==> src/rtl/system_uart_rx_pkg.sv <==
// Shared definitions for the UART receiver: the data width, the FSM state encoding,
// the parity-type codes and a 3-input majority helper.
package system_uart_rx_pkg;

  // Data bits per frame.
  localparam int unsigned WIDTH = 8;

  // Receiver FSM states (3-bit encoding).
  typedef enum logic [2:0] {
    StIdle   = 3'd0,
    StStart  = 3'd1,
    StData   = 3'd2,
    StParity = 3'd3,
    StStop   = 3'd4
  } state_e;

  // Parity type codes as seen on i_par_type.
  localparam logic PAR_EVEN = 1'b0;
  localparam logic PAR_ODD  = 1'b1;

  // Majority of three samples.
  function automatic logic maj3(input logic [2:0] s);
    return (s[0] & s[1]) | (s[0] & s[2]) | (s[1] & s[2]);
  endfunction

endpackage

==> src/rtl/system_uart_rx_rx_sampler.sv <==
// Bit sampler for the UART receiver.
// Synchronises the serial line, runs the per-bit edge counter and takes three samples
// around the bit centre; the voted bit is presented with a strobe on the last edge of
// each bit period.
// Ports:
//   i_clk         clock (PRESCALE x baud)
//   i_rst         asynchronous active-low reset
//   i_rx          raw serial line, asynchronous to i_clk
//   i_clear       holds the edge counter and samples cleared (FSM idle)
//   o_rx_s        synchronised serial line
//   o_bit         majority of the three samples of the current bit
//   o_bit_strobe  high for the last clock of each bit period
module system_uart_rx_rx_sampler
  import system_uart_rx_pkg::*;
#(
  parameter int unsigned PRESCALE = 8
) (
  input  logic i_clk,
  input  logic i_rst,
  input  logic i_rx,
  input  logic i_clear,
  output logic o_rx_s,
  output logic o_bit,
  output logic o_bit_strobe
);

  localparam int unsigned EcW = (PRESCALE > 1) ? $clog2(PRESCALE) : 1;
  localparam logic [EcW-1:0] EcLast = EcW'(PRESCALE - 1);
  localparam logic [EcW-1:0] EcS0   = EcW'(PRESCALE / 2 - 1);
  localparam logic [EcW-1:0] EcS1   = EcW'(PRESCALE / 2);
  localparam logic [EcW-1:0] EcS2   = EcW'(PRESCALE / 2 + 1);

  logic           r_sync1;
  logic           r_rx_s;
  logic [EcW-1:0] r_ec;
  logic [2:0]     r_smp;

  // Two-flop synchroniser; resets to the idle (high) line level.
  always_ff @(posedge i_clk or negedge i_rst) begin
    if (!i_rst) begin
      r_sync1 <= 1'b1;
      r_rx_s  <= 1'b1;
    end else begin
      r_sync1 <= i_rx;
      r_rx_s  <= r_sync1;
    end
  end

  always_ff @(posedge i_clk or negedge i_rst) begin
    if (!i_rst) begin
      r_ec  <= '0;
      r_smp <= '0;
    end else if (i_clear) begin
      r_ec  <= '0;
      r_smp <= '0;
    end else begin
      r_ec <= (r_ec == EcLast) ? '0 : r_ec + 1'b1;
      if (r_ec == EcS0) r_smp[0] <= r_rx_s;
      if (r_ec == EcS1) r_smp[1] <= r_rx_s;
      if (r_ec == EcS2) r_smp[2] <= r_rx_s;
    end
  end

  assign o_rx_s       = r_rx_s;
  assign o_bit        = maj3(r_smp);
  assign o_bit_strobe = !i_clear && (r_ec == EcLast);

endmodule

==> src/rtl/system_uart_rx.sv <==
// UART receiver top level.
// Receives start(0), WIDTH data bits LSB first, optional parity, stop(1). The sampler
// supplies one majority-voted bit per bit period; this level runs the frame FSM, the
// bit counter, the shift register and parity check, and registers the result pulses.
// Ports:
//   i_clk         clock (PRESCALE x baud)
//   i_rst         asynchronous active-low reset
//   i_rx          serial line, idles high
//   i_en_par      1: frame carries a parity bit (latched at frame start)
//   i_par_type    0: even, 1: odd (latched at frame start)
//   o_data        last good word, held until the next good frame
//   o_data_valid  1-cycle pulse when o_data is updated
//   o_par_err     1-cycle pulse on parity mismatch
//   o_stop_err    1-cycle pulse when the stop bit is sampled 0
//   o_busy        high whenever the FSM is not idle
module system_uart_rx
  import system_uart_rx_pkg::*;
#(
  parameter int unsigned PRESCALE = 8
) (
  input  logic             i_clk,
  input  logic             i_rst,
  input  logic             i_rx,
  input  logic             i_en_par,
  input  logic             i_par_type,
  output logic [WIDTH-1:0] o_data,
  output logic             o_data_valid,
  output logic             o_par_err,
  output logic             o_stop_err,
  output logic             o_busy
);

  if (PRESCALE < 4 || (PRESCALE % 2) != 0) begin : g_bad_prescale
    $error("PRESCALE must be even and >= 4");
  end

  localparam int unsigned BcW = (WIDTH > 1) ? $clog2(WIDTH) : 1;
  localparam logic [BcW-1:0] BcLast = BcW'(WIDTH - 1);

  state_e           r_state;
  logic [BcW-1:0]   r_bc;
  logic [WIDTH-1:0] r_shreg;
  logic             r_en_par;
  logic             r_par_type;
  logic             r_par_mis;
  logic [WIDTH-1:0] r_data;
  logic             r_data_valid;
  logic             r_par_err;
  logic             r_stop_err;

  logic w_rx_s;
  logic w_bit;
  logic w_strobe;
  logic w_clear;

  assign w_clear = (r_state == StIdle);

  system_uart_rx_rx_sampler #(
    .PRESCALE(PRESCALE)
  ) u_sampler (
    .i_clk       (i_clk),
    .i_rst       (i_rst),
    .i_rx        (i_rx),
    .i_clear     (w_clear),
    .o_rx_s      (w_rx_s),
    .o_bit       (w_bit),
    .o_bit_strobe(w_strobe)
  );

  always_ff @(posedge i_clk or negedge i_rst) begin
    if (!i_rst) begin
      r_state      <= StIdle;
      r_bc         <= '0;
      r_shreg      <= '0;
      r_en_par     <= 1'b0;
      r_par_type   <= 1'b0;
      r_par_mis    <= 1'b0;
      r_data       <= '0;
      r_data_valid <= 1'b0;
      r_par_err    <= 1'b0;
      r_stop_err   <= 1'b0;
    end else begin
      // Result outputs are single-cycle pulses.
      r_data_valid <= 1'b0;
      r_par_err    <= 1'b0;
      r_stop_err   <= 1'b0;
      unique case (r_state)
        StIdle: begin
          if (!w_rx_s) begin
            r_state    <= StStart;
            // Frame format is frozen for the whole frame.
            r_en_par   <= i_en_par;
            r_par_type <= i_par_type;
            r_par_mis  <= 1'b0;
          end
        end
        StStart: begin
          if (w_strobe) begin
            if (w_bit) begin
              // Start bit did not hold low: treat as a line glitch.
              r_state <= StIdle;
            end else begin
              r_state <= StData;
              r_bc    <= '0;
            end
          end
        end
        StData: begin
          if (w_strobe) begin
            r_shreg <= {w_bit, r_shreg[WIDTH-1:1]};
            if (r_bc == BcLast) begin
              r_state <= r_en_par ? StParity : StStop;
            end else begin
              r_bc <= r_bc + 1'b1;
            end
          end
        end
        StParity: begin
          if (w_strobe) begin
            r_par_mis <= ((^r_shreg) ^ (r_par_type == PAR_ODD)) != w_bit;
            r_state   <= StStop;
          end
        end
        StStop: begin
          if (w_strobe) begin
            if (w_bit) begin
              if (!r_par_mis) begin
                r_data       <= r_shreg;
                r_data_valid <= 1'b1;
              end else begin
                r_par_err <= 1'b1;
              end
            end else begin
              r_stop_err <= 1'b1;
              r_par_err  <= r_par_mis;
            end
            r_state <= StIdle;
          end
        end
        default: r_state <= StIdle;
      endcase
    end
  end

  assign o_data       = r_data;
  assign o_data_valid = r_data_valid;
  assign o_par_err    = r_par_err;
  assign o_stop_err   = r_stop_err;
  assign o_busy       = (r_state != StIdle);

endmodule

==> config.mk <==
export PLATFORM = sky130hd
export DESIGN_NAME = system_uart_rx
export DESIGN_NICKNAME = d
export VERILOG_FILES = /design/src/rtl/system_uart_rx_pkg.sv /design/src/rtl/system_uart_rx_rx_sampler.sv /design/src/rtl/system_uart_rx.sv
export SDC_FILE = /design/constraint.sdc
export NUM_CORES = 1
export LEC_CHECK = 0
export CORE_MARGIN = 3
export CORE_UTILIZATION = 50
export DETAILED_ROUTE_END_ITERATION = 10
export HOLD_SLACK_MARGIN = 0.02
export PLACE_DENSITY = 0.77
export SKIP_CTS_REPAIR_TIMING = 1
export SKIP_LAST_GASP = 1
export SLEW_MARGIN = 20
export SYNTH_ARGS = -nofsm -noshare
export SYNTH_HDL_FRONTEND = slang
export SYNTH_SLANG_ARGS = --single-unit
export TNS_END_PERCENT = 10
==> constraint.sdc <==
create_clock -name i_clk -period 2 [get_ports i_clk]
set_clock_uncertainty 0.2 [all_clocks]
set_input_delay 0.2 -clock i_clk [delete_from_list [all_inputs] [get_ports i_clk]]
set_output_delay 0.2 -clock i_clk [all_outputs]
set_load 0.01 [all_outputs]
-- Yosys cells after proc, flatten, opt, wreduce, memory -nomap -nowiden
Index checks and enable logic that the tools add are counted.
- bits of input ports: 5
- logic and storage cells: 94
- register bits after elaboration: 36
- output and inout port bits: 12
- add/sub/neg operators: 2
- equality and inequality tests: 18
- reduce and logical (&&, ||, !) cells: 16
- mux-type cells: 34
- bitwise logic cells: 8
- operators by type and width (operator ; count):
    2-to-1 mux 3 bit ; 14
    2-to-1 mux 1 bit ; 16
    equality test 3 bit, second input constant ; 5
    one-hot mux 3 bit (5 select lines) ; 1
    nonzero test 2 bit ; 5
    equality test 3 x 2 -> 1 bit, second input constant ; 3
    inequality test 2 x 1 -> 1 bit, second input constant ; 4
    inequality test 2 bit, second input constant ; 4
    XOR reduction 8 bit ; 1
    adder 3 x 1 -> 3 bit, second input constant ; 2
    one-hot mux 3 bit (2 select lines) ; 1
    AND reduction 6 bit ; 1
    AND reduction 5 bit ; 1
    AND reduction 2 bit ; 2
    AND reduction 4 bit ; 1
    AND 1 bit ; 3
    equality test 3 x 1 -> 1 bit, second input constant ; 1
    zero test 3 bit ; 1
    AND reduction 3 bit ; 1
    nonzero test 3 bit ; 1
    2-to-1 mux 2 bit ; 1
    inverter 1 bit ; 2
    OR 1 bit ; 2
    one-hot mux 1 bit (2 select lines) ; 1
    other kinds (4) ; 4

-- Longest topological paths before layout
Gate-level depths: netlist of the first run.
- depth after elaboration: 6
- mapped depth: 6
- gate-level depth less buffers: 6

-- Cells and area by module
Synthesis of the first run repeated with hierarchy kept, for this count alone.
- cell total of the unflattened synthesis: 125
- area total of the unflattened synthesis: 1624.1 um^2
- modules (own cells, without submodules) (module ; area each (um^2) ; seq. area each (um^2) ; times used ; cells each):
    system_uart_rx ; 1263.7 ; 700.7 ; 1 ; 96
    system_uart_rx_rx_sampler ; 360.3 ; 202.7 ; 1 ; 29

-- Worst setup path after synthesis of the first run
OpenSTA, ideal clock, no wires.
- path kind: register to register
- from: reg u_sampler.r_ec[0]
- to: reg r_state[0]
- cell stages (with the launch flop): 7
- period minus slack after synthesis: 2240 ps
- setup time: 127 ps
- required time: 1673 ps
- data arrival time: 1912 ps
- slack: -240 ps
- cell sequence: dfrtp_1 > ha_1 > ha_1 > or4b_1 > o21ai_2 > or2_4 > mux2_1
- word-level cells in the longest chain between the ends: 4
- elaborated cells on any way between the ends: 7
- classes of those cells: eq/ne: 5; reduce/logical: 2
- ends and longest elaborated chain (element ; RTL line ; text):
    from (decl) ; system_uart_rx_rx_sampler.sv:35 ; logic [EcW-1:0] r_ec;
    from (signal assigned) ; system_uart_rx_rx_sampler.sv:57 ; r_ec <= (r_ec == EcLast) ? '0 : r_ec + 1'b1;
    equality test 3 bit (*) ; system_uart_rx_rx_sampler.sv:66 ; assign o_bit_strobe = !i_clear && (r_ec == EcLast);
    logical AND 1 bit (*) ; system_uart_rx_rx_sampler.sv:66 ;
    inequality test 2 x 1 -> 1 bit (no line) ; n/a ;
    AND reduction 6 bit (no line) (*) ; n/a ;
    to (signal assigned) ; system_uart_rx.sv:72 ; r_state <= StIdle;
    to (signal assigned) ; system_uart_rx.sv:90 ; r_state <= StStart;
    to (signal assigned) ; system_uart_rx.sv:101 ; r_state <= StIdle;
    to (decl) ; system_uart_rx.sv:40 ; state_e r_state;
Every way passes the cells marked *; elsewhere a longest branch is shown, timed or not.
A chain may end at the register's enable or synchronous reset.

-- Final worst setup path of the first run
Same ends and word-level chain as after synthesis.

==> out/metrics.csv, run 1 <==
metric,value,unit
clock sinks,36,
"Power, Total",0.00205,W
fin area,2060,um2
total CTS buffers,5,
CP max-delay cell,or4b_4,
min-delay worst type,primary input to asynchronous set/reset pin,
max incr delay on CP,0.52,ns
initial drt markers,40,
gpl congestion,0.791,
FMAX,477,MHz
IO Port Bufs,16,
total grt overflow,0,
fraction of layout cells with a size suffix above 1,31.9,%
final setup margin,-0.0969,ns
P_sw,0.000658,W
Synth Flop Type,dfrtp_1,
antenna-violating nets left,0,
Setup crit end,r_state[0],
Comb power frac,36.4,%
number of cell rows,20,
"setup slack, reg-to-reg",-0.1,ns
maximum root-to-sink buffer count,2,
Vias/cell,5.05,
pwr dens,996,nW/um2
CTS tree,yes,
number of max-cap violations,0,
Finish-stage setup viols,1,
post-synthesis async set-or-reset flop share,100,%
sequential share of power,42.9,%
final slew viol count,0,
number of synthesized flops with an enable pin,0,
Worst EP arrival,2.13,ns
H-tree levels,2,
worst-path maximum fanout,3,
worst vdd ir,0.606,mV
met3 routed WL,109,um
failing checks,negative setup slack,
core area,3100,um2
Final Core Density,66.5,%
vias after detailed routing,1046,
Top delay family on crit path,simple AND/OR/NAND/NOR gates,
DRC,0,
status,finished with violations,
Crit Reg-Reg Endpoint,r_state[0],
clock power share,20.7,%
Placed Area,1980,um2
Unique masters post-synth,36,
WL met1,1.35,mm
Yosys reg bits,36,
vias in the first global route,1121,
Critical R2R Launch,u_sampler.r_ec[0],
Cells after Synth,130,
clock root buffer,clkbuf_4,
WL/cell,13.2,um
post-synthesis sequential area ratio,54.3,%
CP Class,flip-flop to flip-flop,
WL final,2.73,mm
Stages on worst setup path,6,
crit path time final,2.10,ns
FF-to-FF path depth,6,
period utilisation layout,105,%
RSZ-0062 raised after global routing,yes,
Final Hold Viols,0,
Die Y,63.7,um
DR pass1 iterations,4,
Die Wd,63.7,um
Crit path required time,2.04,ns
CP startpoint kind,flip-flop,
Crit. End Element,flip-flop,
Critical Path Start,u_sampler.r_ec[0],
mean area per synthesized cell,12.8,um2
relative slew slack,64.1,%
highest metal used,met4,
first-pass GRT wire length,4.95,mm
initial antenna violation count,0,
YS warnings,0,
Static Leak,0.979,nW
switching share of total power,32.1,%
hpwl dp,1.98,mm
crit path buf inv count,0,
area grow syn2layout,23.9,%
Worst-path clk slew,0.10,ns
Die ar.,4060,um2
# diodes,0,
largest net degree at the start of global routing,37,
Synth Cell Area,1660,um2
Worst Tran Pin Value,0.534,ns
Tot GR Track Use,15.9,%
met2 WL,1.20,mm
Int Pwr,0.00139,W
Starting Density,53.6,%
# IOs,17,
layout net count,175,
Synth Net Count,142,
critical path cell sequence,ha_2 -> ha_4 -> or4b_4 -> o21ai_2 -> or2_4 -> mux2_4,
worst-skew pair later-pin latency,0.35,ns
[worst reg2reg max path, delay by kind of cell, from the launching register on]
kind / cells / cell delay [ns]
AND/OR/NAND/NOR: 2 / 0.66
flip-flops: 1 / 0.40
adder cells (fa/ha/maj): 2 / 0.38
multiplexers: 1 / 0.28
AO/OA/AOI/OAI: 1 / 0.08
[synthesized netlist by cell type (all sizes together), types with 2 or more instances]
master	count	area share, %
buf	3	1.1
inv	7	1.6
a211oi	2	0.90
xnor2	7	3.7
nor2	6	1.5
nand2b	3	1.1
nand3	3	0.90
ha	7	5.3
dfstp	2	3.2
o31ai	3	1.4
a22o	2	1.1
nor3	7	3.1
nand2	6	1.4
a21oi	2	0.60
mux2	19	13
o21ai	4	1.4
dfrtp	34	51
or2	2	0.90
[state kept, by name, summed over array words and instances, names as in the netlist]
signal / flops
r_par_type: 1
o_par_err: 1
o_data: 8
u_sampler.o_rx_s: 1
r_bc: 3
o_stop_err: 1
r_shreg: 8
u_sampler.r_sync1: 1
u_sampler.r_ec: 3
r_en_par: 1
r_state: 3
r_par_mis: 1
u_sampler.r_smp: 3
o_data_valid: 1
[metrics by stage]
stage,cells,hold WS [ns],TNS [ns],setup WS (ns)
finish,207,0.0531,-0.0969,-0.0969
global route,207,0.0452,-0.395,-0.159
CTS,205,0.0561,-0.201,-0.118
detailed placement,198,0.154,-0.0908,-0.0908
global placement,198,0.149,-0.0586,-0.0586
floorplan,130,-0.296,-0.0886,-0.0886
[layout make-up]
cell class	count	area (um2)
clock buffers	7	65.1
inverters	7	26.3
multi-input cells	84	739
repair buffers	29	273
flip-flops and latches	36	903
well taps	44	55.1
fillers	257	1040
[kinds of logic after synthesis]
family / share of synthesized area (%)
DFF: 54.3
and+or+nand+nor: 11.5
muxes: 13.5
AOI/OAI and AO/OA: 6.62
buffers and inverters: 2.63
xor gates and xnor gates: 5.56
adders and majority gates: 5.94
[cell usage in the layout, fill, tap and decap left out, drive strengths merged]
cell type,instances
nand3,3
inv,7
clkdlybuf4s50,15
dlymetal6s2s,1
nand2,6
o22ai,1
ha,7
o41ai,1
or4b,1
xnor3,1
a211oi,2
a31oi,1
o21ai,4
dfstp,2
nor4,1
a22o,2
nor3,7
buf,13
nor2,6
xor2,1
maj3,1
mux2,19
nor3b,1
nand2b,3
mux2i,1
or2,2
clkbuf,7
a21oi,2
xnor2,7
nand3b,1
o31ai,3
dfrtp,34
[power by group through the flow]
| stage | combinational [W] | sequential (W) | clock (W) |
|---|---|---|---|
| global route | 0.000836 | 0.000895 | 0.000475 |
| CTS | 0.000728 | 0.000882 | 0.000437 |
| detailed placement | 0.000726 | 0.000896 | 0 |
| floorplan | 0.000493 | 0.000901 | 0 |
| finish | 0.000746 | 0.000881 | 0.000426 |
| global placement | 0.000708 | 0.000891 | 0 |
[worst min-delay path by stage]
stage / startpoint / end / slack, ns / cells past startpoint
final: i_rst / o_stop_err / 0.05 / 2
after detailed placement: u_sampler.r_sync1 / u_sampler.o_rx_s / 0.15 / 0
after global placement: u_sampler.r_sync1 / u_sampler.o_rx_s / 0.15 / 0
after floorplan: i_rst / o_data[0] / -0.30 / 0
after global routing: i_rx / u_sampler.r_sync1 / 0.05 / 1
after CTS: i_rst / r_shreg[7] / 0.06 / 2
[metal layers]
layer	global-route usage, %	vias to the layer above
li1	-	518
met1	22.1	500
met2	22.2	21
met3	3.92	7
met4	9.70	0
met5	0	-
Power figures use the tool's default switching activity.
==> inputs of run 2 (changes only) <==
- CORE_UTILIZATION: 50 -> 59
- PLACE_DENSITY: 0.77 -> 0.86
- SYNTH_HIERARCHICAL: default -> 1
- clock period: 2 -> 2.5 ns (I/O delays scaled with it)
==> run 2 against run 1 <==
- worst setup slack better by 0.28 ns
- register-to-register slack improved by 0.34 ns
- the run now ends clean
- global-route usage up 1.0 points
==> out/metrics.csv, run 2 <==
metric,value,unit,change
layout net count,161,,was 175
worst-path maximum fanout,11,,was 3
Worst EP arrival,1.87,ns,was 2.13 ns
worst vdd ir,0.678,mV,was 0.606 mV
# diodes,0,,unchanged
Yosys reg bits,36,,unchanged
post-synthesis async set-or-reset flop share,100,%,unchanged
core area,2540,um2,was 3100 um2
clock power share,24.7,%,was 20.7%
Vias/cell,5.41,,was 5.05
final slew viol count,0,,unchanged
WL/cell,14.2,um,was 13.2 um
Top delay family on crit path,buffers and inverters,,was simple AND/OR/NAND/NOR gates
initial drt markers,21,,was 40
IO Port Bufs,16,,unchanged
largest family of logic cells by synthesized area,multiplexers,,unchanged
Fill cells,165,,was 257
CP Class,flip-flop to primary output,,was flip-flop to flip-flop
largest cells by area after synthesis,"dfrtp_1 52%, mux2_2 12%, ha_1 5.4%",,"was dfrtp_1 51%, mux2_2 12%, ha_1 5.3%"
Critical R2R Launch,u_sampler/r_ec[0],,was u_sampler.r_ec[0]
critical path cell sequence,nor3_2 -> buf_4 -> inv_1 -> clkdlybuf4s50_1,,was ha_2 -> ha_4 -> or4b_4 -> o21ai_2 -> or2_4 -> mux2_4
most common cell in the netlist,dfrtp_1,,unchanged
Worst-path clk slew,0.11,ns,was 0.10 ns
Final Core Density,75.2,%,was 66.5%
Die Y,58.5,um,was 63.7 um
Unique masters post-synth,33,,was 36
Cells after Synth,125,,was 130
pwr dens,828,nW/um2,was 996 nW/um2
Starting Density,63.8,%,was 53.6%
Tot GR Track Use,16.9,%,was 15.9%
FF-to-FF path depth,7,,was 6
cell taking the most area after synthesis,dfrtp_1,,unchanged
area grow syn2layout,17.8,%,was 23.9%
vias in the first global route,1003,,was 1121
number of max-cap violations,0,,unchanged
DR pass1 iterations,4,,unchanged
mux contribution to synthesized area,13.7,%,was 13.5%
Crit Reg-Reg Endpoint,r_shreg[4],,was r_state[0]
Compound-Gate Fraction of Synth Area,5.86,%,was 6.62%
DRC,0,,unchanged
status,finished clean,,was finished with violations
Static Leak,0.950,nW,was 0.979 nW
number of synthesized flops with an enable pin,0,,unchanged
RSZ-0062 raised after global routing,no,,was yes
CP max-delay cell,dfrtp_1,,was or4b_4
switching share of total power,30.6,%,was 32.1%
largest net degree at the start of global routing,37,,unchanged
crit path buf inv count,3,,was 0
relative slew slack,70.8,%,was 64.1%
Synth Net Count,137,,was 142
vias after detailed routing,973,,was 1046
period utilisation layout,92.7,%,
post-synthesis xor/xnor area fraction,5.16,%,was 5.56%
H-tree levels,2,,unchanged
Finish-stage setup viols,0,,was 1
CTS tree,yes,,unchanged
Comb power frac,26.4,%,was 36.4%
Final Hold Viols,0,,unchanged
setup TNS,0,ns,was -0.0969 ns
Synth Area in Simple Gates,11.4,%,was 11.5%
total CTS buffers,5,,unchanged
Crit path required time,2.05,ns,was 2.04 ns
Synth top cells by count,"34 x dfrtp_1, 18 x mux2_2, 8 x nor2_1, 7 x ha_1, 7 x inv_1",,"was 34 x dfrtp_1, 18 x mux2_2, 7 x ha_1, 7 x inv_1, 7 x xnor2_1"
min-delay worst type,primary input to asynchronous set/reset pin,,unchanged
clock root buffer,clkbuf_4,,unchanged
fraction of layout cells with a size suffix above 1,23.3,%,was 31.9%
clock sinks,36,,unchanged
worst-skew pair later-pin latency,0.32,ns,was 0.35 ns
Die Wd,58.5,um,was 63.7 um
antenna-violating nets left,0,,unchanged
Int Pwr,0.00110,W,was 0.00139 W
Worst Tran Pin Value,0.437,ns,was 0.534 ns
mean area per synthesized cell,13.0,um2,was 12.8 um2
initial antenna violation count,0,,unchanged
"setup slack, reg-to-reg",0.24,ns,was -0.1 ns
crit path time final,2.32,ns,
most frequent cells in the layout,"34 x dfrtp_1, 18 x mux2_2, 16 x clkdlybuf4s50_1, 8 x nor2_1",,"was 34 x dfrtp_1, 18 x mux2_2, 15 x clkdlybuf4s50_1, 12 x buf_4"
FMAX,432,MHz,
hpwl dp,1.88,mm,was 1.98 mm
Synth Flop Type,dfrtp_1,,unchanged
maximum root-to-sink buffer count,2,,unchanged
Crit. End Element,primary output,,was flip-flop
first-pass GRT wire length,4.41,mm,was 4.95 mm
Synth top area share,52.4,%,was 51.1%
YS warnings,6,,was 0
Die ar.,3420,um2,was 4060 um2
adder-cell share of the synthesized area,6.01,%,was 5.94%
"most common cell after layout, fill and taps aside",dfrtp_1,,unchanged
CP startpoint kind,flip-flop,,unchanged
P_sw,0.000484,W,was 0.000658 W
sequential share of power,48.9,%,was 42.9%
Synth Cell Area,1620,um2,was 1660 um2
total grt overflow,0,,unchanged
max incr delay on CP,0.51,ns,was 0.52 ns
gpl congestion,0.735,,was 0.791
WL final,2.56,mm,was 2.73 mm
post-synthesis sequential area ratio,55.6,%,was 54.3%
number of cell rows,18,,was 20
# IOs,17,,unchanged
## run 2: changes by cell type in the layout (fill, tap and decap cells not counted), sizes merged, moves of 2 or more
cell / delta
nand2: -2
o31ai: -3
nor3: -6
nor2b: +5
buf: -10
nand2b: -2
nor2: +3
a21bo: +2
or2: -2
## run 2: how the worst max path moves through the flow
stage / from / to / cells past startpoint
2_1_floorplan: u_sampler/r_ec[0] / r_shreg[0] / 7
3_3_place_gp: u_sampler/r_ec[0] / r_shreg[0] / 7
3_5_place_dp: u_sampler/r_ec[0] / r_shreg[4] / 7
4_1_cts: u_sampler/r_ec[0] / r_shreg[4] / 7
5_1_grt: r_state[1] / o_busy / 4
6_report: r_state[1] / o_busy / 4
## run 2: cell families (layout without fill, tap and decap cells)
group                      count (synthesis)  in the layout
DFF                                       36             36
xor gates and xnor gates                   8              8
AOI/OAI and AO/OA                         14             14
buffers and inverters                      9             34
and+or+nand+nor                           30             30
muxes                                     20             20
adders and majority gates                  8              8
## run 2: layer usage
layer	vias to the layer above	part of all wire, %	global-route usage [%]
met2	22	47	27.0
met3	0	4.0	6.14
met1	472	49	22.2
met5	-	0	0
met4	0	0	3.97
li1	479	-	-
## run 2: through the flow
| step | std cells | total power [W] | cell area [um2] | hold slack (ns) | setup WS, ns |
|---|---|---|---|---|---|
| floorplan | 125 | 0.00108 | 1620 | -0.246 | 0.400 |
| global placement | 172 | 0.00117 | 1830 | 0.148 | 0.263 |
| detailed placement | 172 | 0.00120 | 1830 | 0.154 | 0.164 |
| CTS | 180 | 0.00160 | 1910 | 0.118 | 0.142 |
| global route | 180 | 0.00168 | 1910 | 0.112 | 0.0787 |
| finish | 180 | 0.00158 | 1910 | 0.114 | 0.183 |
## run 2: cell type report
type / count / area (um2) / area share [%]
repair buffers: 19 / 183 / 9.55
clock buffers: 6 / 41.3 / 2.16
flip-flops and latches: 36 / 903 / 47.2
multi-input cells: 80 / 687 / 35.9
inverters: 7 / 26.3 / 1.37
clock inverters: 2 / 35.0 / 1.83
well taps: 30 / 37.5 / 1.96
## run 2: power groups by stage
| stage | Sequential (W) | Clock (W) | Combinational (W) |
|---|---|---|---|
| 3_3_place_gp | 0.000776 | 0 | 0.000396 |
| 6_report | 0.000775 | 0.000392 | 0.000418 |
| 5_1_grt | 0.000793 | 0.000424 | 0.000463 |
| 3_5_place_dp | 0.000787 | 0 | 0.000417 |
| 4_1_cts | 0.000775 | 0.000403 | 0.000419 |
| 2_1_floorplan | 0.000744 | 0 | 0.000338 |
